### src/rtl/ac_motor_spwm_if.sv
// Bus between the SPWM core and its environment: ramp and carrier inputs, then
// V/f state, sine values and PWM outputs.
interface ac_motor_spwm_if;
  logic [11:0] power;
  logic [15:0] mod_delay_umin;
  logic [23:0] triangle;
  logic        modulation;
  logic [7:0]  delay;
  logic [11:0] frequency;
  logic [11:0] amplitude;
  logic        lock;
  logic [23:0] sine_val_1;
  logic [23:0] sine_val_2;
  logic [23:0] sine_val_3;
  logic        s1;
  logic        s2;
  logic        s3;

  modport master (
    output power, mod_delay_umin, triangle,
    input  modulation, delay, frequency, amplitude, lock,
    input  sine_val_1, sine_val_2, sine_val_3, s1, s2, s3
  );

  modport slave (
    input  power, mod_delay_umin, triangle,
    output modulation, delay, frequency, amplitude, lock,
    output sine_val_1, sine_val_2, sine_val_3, s1, s2, s3
  );
endinterface

### src/rtl/ac_motor_spwm_core.sv
// Three-phase sine-PWM core: V/f ramp -> phase accumulator -> sine LUT x amplitude -> carrier compare.
// Latency: frequency +1 clk to amplitude, phase +1 clk to sine, sine +1 clk to s1..s3; no backpressure.
module ac_motor_spwm_core #(
  parameter logic [7:0]  DEAD_TIME = 8'd16,
  parameter logic [11:0] AMP_MIN   = 12'd205
) (
  input logic            clk,
  input logic            rst_n,
  ac_motor_spwm_if.slave bus
);

  localparam logic [23:0] SINE_MID = 24'h800000;

  logic [15:0]       cnt_q, cnt_d;
  logic [11:0]       freq_q, freq_d;
  logic [11:0]       amp_q, amp_d;
  logic              mod_q, mod_d;
  logic [23:0]       acc_q, acc_d;
  logic              lock_q, lock_d;
  logic [2:0][23:0]  sine_q, sine_d;
  logic [2:0]        s_q, s_d;
  logic [2:0][7:0]   idx;

  // Quarter-wave table: round(2047*sin(2*pi*j/256)) for j = 0..64.
  function automatic logic [10:0] quarter(input logic [6:0] j);
    case (j)
      7'd0:  quarter = 11'd0;    7'd1:  quarter = 11'd50;   7'd2:  quarter = 11'd100;
      7'd3:  quarter = 11'd151;  7'd4:  quarter = 11'd201;  7'd5:  quarter = 11'd251;
      7'd6:  quarter = 11'd300;  7'd7:  quarter = 11'd350;  7'd8:  quarter = 11'd399;
      7'd9:  quarter = 11'd449;  7'd10: quarter = 11'd497;  7'd11: quarter = 11'd546;
      7'd12: quarter = 11'd594;  7'd13: quarter = 11'd642;  7'd14: quarter = 11'd690;
      7'd15: quarter = 11'd737;  7'd16: quarter = 11'd783;  7'd17: quarter = 11'd830;
      7'd18: quarter = 11'd875;  7'd19: quarter = 11'd920;  7'd20: quarter = 11'd965;
      7'd21: quarter = 11'd1009; 7'd22: quarter = 11'd1052; 7'd23: quarter = 11'd1095;
      7'd24: quarter = 11'd1137; 7'd25: quarter = 11'd1179; 7'd26: quarter = 11'd1219;
      7'd27: quarter = 11'd1259; 7'd28: quarter = 11'd1299; 7'd29: quarter = 11'd1337;
      7'd30: quarter = 11'd1375; 7'd31: quarter = 11'd1411; 7'd32: quarter = 11'd1447;
      7'd33: quarter = 11'd1483; 7'd34: quarter = 11'd1517; 7'd35: quarter = 11'd1550;
      7'd36: quarter = 11'd1582; 7'd37: quarter = 11'd1614; 7'd38: quarter = 11'd1644;
      7'd39: quarter = 11'd1674; 7'd40: quarter = 11'd1702; 7'd41: quarter = 11'd1729;
      7'd42: quarter = 11'd1756; 7'd43: quarter = 11'd1781; 7'd44: quarter = 11'd1805;
      7'd45: quarter = 11'd1828; 7'd46: quarter = 11'd1850; 7'd47: quarter = 11'd1871;
      7'd48: quarter = 11'd1891; 7'd49: quarter = 11'd1910; 7'd50: quarter = 11'd1927;
      7'd51: quarter = 11'd1944; 7'd52: quarter = 11'd1959; 7'd53: quarter = 11'd1973;
      7'd54: quarter = 11'd1986; 7'd55: quarter = 11'd1997; 7'd56: quarter = 11'd2008;
      7'd57: quarter = 11'd2017; 7'd58: quarter = 11'd2025; 7'd59: quarter = 11'd2032;
      7'd60: quarter = 11'd2037; 7'd61: quarter = 11'd2041; 7'd62: quarter = 11'd2045;
      7'd63: quarter = 11'd2046; 7'd64: quarter = 11'd2047;
      default: quarter = 11'd0;
    endcase
  endfunction

  // idx[6] mirrors the quarter, idx[7] negates the half.
  function automatic logic signed [11:0] sin12(input logic [7:0] i);
    logic [6:0]  j;
    logic [10:0] mag;
    j   = i[6] ? (7'd64 - {1'b0, i[5:0]}) : {1'b0, i[5:0]};
    mag = quarter(j);
    sin12 = i[7] ? -$signed({1'b0, mag}) : $signed({1'b0, mag});
  endfunction

  always_comb begin
    cnt_d  = cnt_q;
    freq_d = freq_q;
    if (bus.mod_delay_umin == 16'd0) begin
      cnt_d  = 16'd0;
      freq_d = bus.power;
    end else if (({1'b0, cnt_q} + 17'd1) >= {1'b0, bus.mod_delay_umin}) begin
      // >= rather than == so a shortened interval takes effect without a 64k wrap.
      cnt_d = 16'd0;
      if (freq_q < bus.power) begin
        freq_d = freq_q + 12'd1;
      end else if (freq_q > bus.power) begin
        freq_d = freq_q - 12'd1;
      end
    end else begin
      cnt_d = cnt_q + 16'd1;
    end
  end

  always_comb begin
    amp_d = 12'd0;
    if (freq_q != 12'd0) begin
      amp_d = (freq_q > AMP_MIN) ? freq_q : AMP_MIN;
    end
    mod_d = (freq_q != 12'd0);
    {lock_d, acc_d} = {1'b0, acc_q} + {13'd0, freq_q};
  end

  always_comb begin
    logic signed [24:0] prod;
    idx[0] = acc_q[23:16];
    idx[1] = 8'((acc_q + 24'h555555) >> 16);
    idx[2] = 8'((acc_q + 24'hAAAAAA) >> 16);
    sine_d = sine_q;
    s_d    = s_q;
    prod   = 25'sd0;
    for (int n = 0; n < 3; n++) begin
      // |sin12 * amp| < 2^23, so the low 24 bits added to mid-scale cannot wrap.
      prod      = sin12(idx[n]) * $signed({1'b0, amp_q});
      sine_d[n] = SINE_MID + prod[23:0];
      s_d[n]    = (sine_q[n] > bus.triangle);
    end
  end

  always_ff @(posedge clk or negedge rst_n) begin
    if (!rst_n) begin
      cnt_q  <= 16'd0;
      freq_q <= 12'd0;
      amp_q  <= 12'd0;
      mod_q  <= 1'b0;
      acc_q  <= 24'd0;
      lock_q <= 1'b0;
      sine_q <= {3{SINE_MID}};
      s_q    <= 3'b000;
    end else begin
      cnt_q  <= cnt_d;
      freq_q <= freq_d;
      amp_q  <= amp_d;
      mod_q  <= mod_d;
      acc_q  <= acc_d;
      lock_q <= lock_d;
      sine_q <= sine_d;
      s_q    <= s_d;
    end
  end

  assign bus.modulation = mod_q;
  assign bus.delay      = DEAD_TIME;
  assign bus.frequency  = freq_q;
  assign bus.amplitude  = amp_q;
  assign bus.lock       = lock_q;
  assign bus.sine_val_1 = sine_q[0];
  assign bus.sine_val_2 = sine_q[1];
  assign bus.sine_val_3 = sine_q[2];
  assign bus.s1         = s_q[0];
  assign bus.s2         = s_q[1];
  assign bus.s3         = s_q[2];

endmodule

### src/flat_wrapper.sv
// flat-port wrapper written by rule: the top's interface ports become plain ports
module ac_motor_spwm_core_flat 
#(
  parameter logic [7:0]  DEAD_TIME = 8'd16,
  parameter logic [11:0] AMP_MIN   = 12'd205
)
  (clk, rst_n, bus_power, bus_mod_delay_umin, bus_triangle, bus_modulation, bus_delay, bus_frequency, bus_amplitude, bus_lock, bus_sine_val_1, bus_sine_val_2, bus_sine_val_3, bus_s1, bus_s2, bus_s3);
  ac_motor_spwm_if bus_i ();
  input logic clk;
  input logic rst_n;
  input wire logic [$bits(bus_i.power)-1:0] bus_power;
  input wire logic [$bits(bus_i.mod_delay_umin)-1:0] bus_mod_delay_umin;
  input wire logic [$bits(bus_i.triangle)-1:0] bus_triangle;
  output wire logic [$bits(bus_i.modulation)-1:0] bus_modulation;
  output wire logic [$bits(bus_i.delay)-1:0] bus_delay;
  output wire logic [$bits(bus_i.frequency)-1:0] bus_frequency;
  output wire logic [$bits(bus_i.amplitude)-1:0] bus_amplitude;
  output wire logic [$bits(bus_i.lock)-1:0] bus_lock;
  output wire logic [$bits(bus_i.sine_val_1)-1:0] bus_sine_val_1;
  output wire logic [$bits(bus_i.sine_val_2)-1:0] bus_sine_val_2;
  output wire logic [$bits(bus_i.sine_val_3)-1:0] bus_sine_val_3;
  output wire logic [$bits(bus_i.s1)-1:0] bus_s1;
  output wire logic [$bits(bus_i.s2)-1:0] bus_s2;
  output wire logic [$bits(bus_i.s3)-1:0] bus_s3;
  assign bus_i.power = bus_power;
  assign bus_i.mod_delay_umin = bus_mod_delay_umin;
  assign bus_i.triangle = bus_triangle;
  assign bus_modulation = bus_i.modulation;
  assign bus_delay = bus_i.delay;
  assign bus_frequency = bus_i.frequency;
  assign bus_amplitude = bus_i.amplitude;
  assign bus_lock = bus_i.lock;
  assign bus_sine_val_1 = bus_i.sine_val_1;
  assign bus_sine_val_2 = bus_i.sine_val_2;
  assign bus_sine_val_3 = bus_i.sine_val_3;
  assign bus_s1 = bus_i.s1;
  assign bus_s2 = bus_i.s2;
  assign bus_s3 = bus_i.s3;
  ac_motor_spwm_core #(.DEAD_TIME(DEAD_TIME), .AMP_MIN(AMP_MIN)) u_core (.clk(clk), .rst_n(rst_n), .bus(bus_i));
endmodule
### config.mk
export PLATFORM = sky130hd
export DESIGN_NAME = ac_motor_spwm_core_flat
export DESIGN_NICKNAME = d
export VERILOG_FILES = /design/src/rtl/ac_motor_spwm_if.sv /design/src/rtl/ac_motor_spwm_core.sv /design/src/flat_wrapper.sv
export SDC_FILE = /design/constraint.sdc
export NUM_CORES = 2
export LEC_CHECK = 0
export CAP_MARGIN = 40
export CORE_ASPECT_RATIO = 2
export CORE_MARGIN = 1
export CORE_UTILIZATION = 40
export DETAILED_ROUTE_END_ITERATION = 8
export SYNTH_ARGS = -nofsm -noshare
export SYNTH_HDL_FRONTEND = slang
export SYNTH_MEMORY_MAX_BITS = 65536
export SYNTH_SLANG_ARGS = --single-unit
### constraint.sdc
create_clock -name clk -period 13.4 [get_ports clk]
set_input_delay 3.35 -clock clk [delete_from_list [all_inputs] [get_ports clk]]
set_output_delay 3.35 -clock clk [all_outputs]
set_load 0.05 [all_outputs]
Yosys cells after proc, flatten, opt, wreduce, memory -nomap -nowiden
Memory sizes are Yosys's and may differ from the RTL's.
Cells that the tools add are included.
- register bits: 141
- bits in read-only memories: 4224
- bits of input ports: 54
- output and inout port bits: 109
- word-level logic and storage cells: 58
- memories: 3
- memories (name ; depth ; bits a word ; rd ports ; clocked after memory_dff ; write ports ; line ; text):
    (name not given) ; 128 ; 11 ; 1 ; 0 ; 0 ; ac_motor_spwm_core.sv:26 ; case (j)
    (name not given) ; 128 ; 11 ; 1 ; 0 ; 0 ; ac_motor_spwm_core.sv:26 ;
    (name not given) ; 128 ; 11 ; 1 ; 0 ; 0 ; ac_motor_spwm_core.sv:26 ;
- add/sub/neg operators: 16
- $mul: 3
- magnitude comparators: 7
- muxes and demuxes: 14
- reduce and logical (&&, ||, !) cells: 5
- operators by type and width (kind ; count):
    $mux 12 ; 9
    $add 24x24->24 const A ; 3
    $gt 24x24->1 ; 3
    $mul 12x13->24 ; 3
    $neg 11->12 ; 3
    $mux 16 ; 2
    $add 24x12->25 ; 1
    $add 24x23->24 const B ; 1
    $add 24x24->24 const B ; 1
    $mux 7 ; 3
    $sub 7x6->7 const A ; 3
    $add 16x1->17 const B ; 1
    $ge 17x16->1 ; 1
    $add 16x1->16 const B ; 1
    $logic_not 16->1 ; 1
    $add 12x1->12 const B ; 1
    $gt 12x12->1 ; 1
    $gt 12x8->1 const B ; 1
    $lt 12x12->1 ; 1
    $reduce_bool 12->1 ; 1
    $sub 12x1->12 const B ; 1
    $reduce_bool 3->1 ; 1
    $reduce_and 2->1 ; 1
    $reduce_bool 2->1 ; 1

Depth between registers and ports, before layout
An unclocked memory read counts as a cell.
- depth after elaboration: 8
- depth in mapped cells: 50
- mapped depth without buffers: 45

Worst setup path after synthesis
OpenSTA, ideal clock, no wires.
- path type: register -> register
- start point: register u_core.acc_q[16]
- end point: register u_core.sine_q (netlist bit u_core.bus.sine_val_2[23])
- library setup time: 0.075 ns
- arrival: 10.257 ns
- required time: 13.325 ns
- setup slack: 3.067 ns
- stages on the path, launching flop included: 47
- path buffers: 3
- clock period less this slack: 10.333 ns
- path through: dfrtp_1 -> clkinv_1 -> ha_1 -> a311o_1 -> a21oi_1 -> o221a_2 -> buf_2 -> nor2_1 -> a21oi_1 -> inv_1 -> ha_1 -> clkbuf_1 -> inv_1 -> a21oi_1 -> nor4_1 -> o32ai_1 -> or3_4 -> inv_2 -> [11 not listed] -> inv_1 -> fa_1 -> fa_1 -> inv_1 -> ha_1 -> nor2b_1 -> o21ai_0 -> a21boi_0 -> o21ai_0 -> a21boi_0 -> o21ai_0 -> a21oi_1 -> nor2_1 -> a21oi_1 -> a41o_1 -> o41a_1 -> xnor2_1 -> xnor2_1
- RTL lines (element ; line ; text):
    start: declaration ; ac_motor_spwm_core.sv:18 ; logic [23:0] acc_q, acc_d;
    start signal: assignment ; ac_motor_spwm_core.sv:112 ; acc_q <= 24'd0;
    start signal: assignment ; ac_motor_spwm_core.sv:121 ; acc_q <= acc_d;
    end signal: assignment ; ac_motor_spwm_core.sv:114 ; sine_q <= {3{SINE_MID}};
    end signal: assignment ; ac_motor_spwm_core.sv:123 ; sine_q <= sine_d;
    end: declaration ; ac_motor_spwm_core.sv:20 ; logic [2:0][23:0] sine_q, sine_d;

==> flow_summary.ini <==
[place]
io_buffers = 154
place_congestion = 0.942
hpwlAfterDp_mm = 75.4
pre_cts_slack_ns = 1.35
placed_area_um2 = 32300
dpl.cell_count = 4544

[sta]
post-route-min-period_ns = 12.23
max_freq_mhz = 81.8
setup_ws_ns = 1.17
report.final.slew_viol_count = 0
worst_pin_slew_ns = 0.910
fin_skew_ns = 0.0197
final-hold-violation-count = 0
finalCritPeriodShare_pct = 91.3
grt_setup_unrepaired = no
hold_slack_ns = 0.514
setup_tns_ns = 0
relSlewSlack_pct = 39.1
setup_viol = 0

[synthesis]
synth_cell_types = 124
yosys.area.top_type = fa_1
synth_top_family_by_area = adder cells
syn_inst = 3584
yosys.cell_count.top_type = inv_1
synthXorXnorAreaFrac_pct = 4.40
synth.area.top_cells = fa_1 (20%), ha_1 (16%), dfrtp_1 (12%)
synth_top_area_share_pct = 20.5
ys.warnings.count = 0
syn-cell-area_um2 = 29800
yosys-mux-area-fraction_pct = 1.52
synth_flop_cell = dfrtp_1
synth_fa_ha_area_share_pct = 36.4
ys_seq_area_share_pct = 11.9
synth_compound_area_share_pct = 16.6
synthTopCellsByCount = inv_1 (502), ha_1 (378), nand2_1 (373), fa_1 (305), a21oi_1 (161)
synthSimpleGateAreaFrac_pct = 19.5
synth_edf_count = 0
ys_ff_latch = 141
synth_area_per_cell_um2 = 8.32
async_flop_share_pct = 100

[layout]
num_antenna_cells = 0
final_cell_count_no_fill = 4577
drive_gt1_share_pct = 6.52
design_area_um2 = 32900
area_growth_pct = 10.2
fillers = 7415
nets = 4372

[floorplan]
dieArea_um2 = 75700
rows = 141
start_util_pct = 40.4
num_io_pins = 163
fp.dieW_um = 195
die_h_um = 388
placeableCoreArea_um2 = 73700

[cts]
post_cts_buffers = 0
cts_buffer_depth = 2
holdBufCountCts = 0
cts_buffers = 17
ctsResizeCount = 0
path_clk_slew_ns = 0.07
cts-root-buf = clkbuf_16
insertion_delay_ns = 0.49
h-tree-depth = 4
clkSinkCount = 141
cts_tree = built

[route]
vias_per_cell = 5.66
drt_pass1_iterations = 5
drc = 0
drt_wl_total_mm = 93.6
ant_nets = 0
drt-wirelength-per-cell_um = 20.4
drtIter0Drc = 1314
num_vias = 25900

[grt]
antenna_found_initial = 0
grt_pass1_vias = 27500
grt-ovfl-total = 0
grt_pass1_wl_mm = 149
track_usage_pct = 25.3
grt_max_degree = 77

[setup_path]
path_common_cell = ha_1
cp.required_ns = 13.80
cp_slowest_stage_delay_ns = 0.83
critPathMaxFanout = 27
end_kind = register
startpoint_type = register
worstSetupPathType = reg2reg
crit_arrival_ns = 12.63
slowest_stage = dfrtp_1

[power]
vdd_drop_max_mv = 0.0966
p_per_area_nw_per_um2 = 37.8
power_leakage_nw = 15.8

[run]
drv_cap = 0

[run_status]
status = complete, no violations

[min_path]
holdCritPathClass = reg2reg
[cell usage in the layout, fill, tap and decap left out, types with 75 or more instances in the layout]
master and count:
a21oi_1 161, and2_1 127, buf_4 75, clkdlybuf4s50_1 153, dfrtp_1 138, fa_1 305
ha_1 378, inv_1 502, nand2_1 373, nand3_1 117, nor2_1 154, o21ai_0 158
xnor2_1 112
[per-layer routing]
layer | routed length [µm] | up-vias | global-route usage, %
met5 | 0 | - | 0
met4 | 7010 | 0 | 18.6
met3 | 3060 | 274 | 2.45
met2 | 52000 | 774 | 50.0
met1 | 31500 | 12700 | 23.5
li1 | - | 12200 | -
[final cells by class]
cell class | instances | area, µm² | share of cell area, %
clock inverter | 13 | 155 | 0.472
inverter | 509 | 1910 | 5.82
multi-input combinational | 2729 | 23500 | 71.4
sequential | 141 | 3530 | 10.8
tap | 929 | 1160 | 3.54
timing repair buffer | 237 | 2200 | 6.70
clock buffer | 19 | 433 | 1.32
[cell families (layout without fill, tap and decap cells)]
kind of cell,after synthesis,count (layout)
AOI/OAI and AO/OA,700,700
xor gates and xnor gates,147,147
and+or+nand+nor,1151,1151
buffers and inverters,720,778
other,2,8
adders and majority gates,684,684
DFF,141,141
muxes,39,39
[critical path: cells and delay by family (launching register included)]
| kind | cells | cell delay [ns] |
|---|---|---|
| DFF | 1 | 0.83 |
| and+or+nand+nor | 7 | 1.58 |
| xor gates and xnor gates | 2 | 0.82 |
| AOI/OAI and AO/OA | 16 | 3.57 |
| adders and majority gates | 9 | 3.75 |
| buffers and inverters | 7 | 1.55 |
[final timing paths]
| check | startpoint | cells past startpoint | end | slack [ns] |
|---|---|---|---|---|
| max reg2reg | u_core.acc_q[17]$_DFF_PN0_ | 41 | u_core.bus.sine_val_3[22]$_DFF_PN0_ | 1.17 |
| min reg2reg | u_core.acc_q[0]$_DFF_PN0_ | 1 | u_core.acc_q[0]$_DFF_PN0_ | 0.51 |
| min in group asynchronous | rst_n | 1 | u_core.bus.sine_val_2[21]$_DFF_PN0_ | 2.85 |
| min | u_core.acc_q[0]$_DFF_PN0_ | 1 | u_core.acc_q[0]$_DFF_PN0_ | 0.51 |
| max | u_core.acc_q[17]$_DFF_PN0_ | 41 | u_core.bus.sine_val_3[22]$_DFF_PN0_ | 1.17 |
| max in group asynchronous | rst_n | 3 | u_core.acc_q[15]$_DFF_PN0_ | 9.53 |
[power breakdown]
part           leakage [nW]  internal (mW)  total (mW)  switching, mW
registers              1.78          0.454       0.482         0.0281
clock network         0.271          0.278       0.509          0.230
logic                  13.7          0.106       0.250          0.144
[state kept, by name, summed over array words and instances, names as in the netlist]
| name | cells |
|---|---|
| u_core.bus.sine_val_3 | 24 |
| u_core.s_q | 3 |
| u_core.bus.frequency | 12 |
| u_core.bus.lock | 1 |
| u_core.bus.amplitude | 12 |
| u_core.bus.modulation | 1 |
| u_core.bus.sine_val_2 | 24 |
| u_core.bus.sine_val_1 | 24 |
| u_core.acc_q | 24 |
| u_core.cnt_q | 16 |
[per-stage QoR]
step	total power [mW]	utilization, %
2_1_floorplan	0.649	-
3_5_place_dp	0.742	43.7
6_report	1.24	44.6
5_1_grt	1.30	44.6
3_3_place_gp	0.736	43.6
4_1_cts	1.26	44.5
No activity file was read; power rests on OpenSTA's default activity.
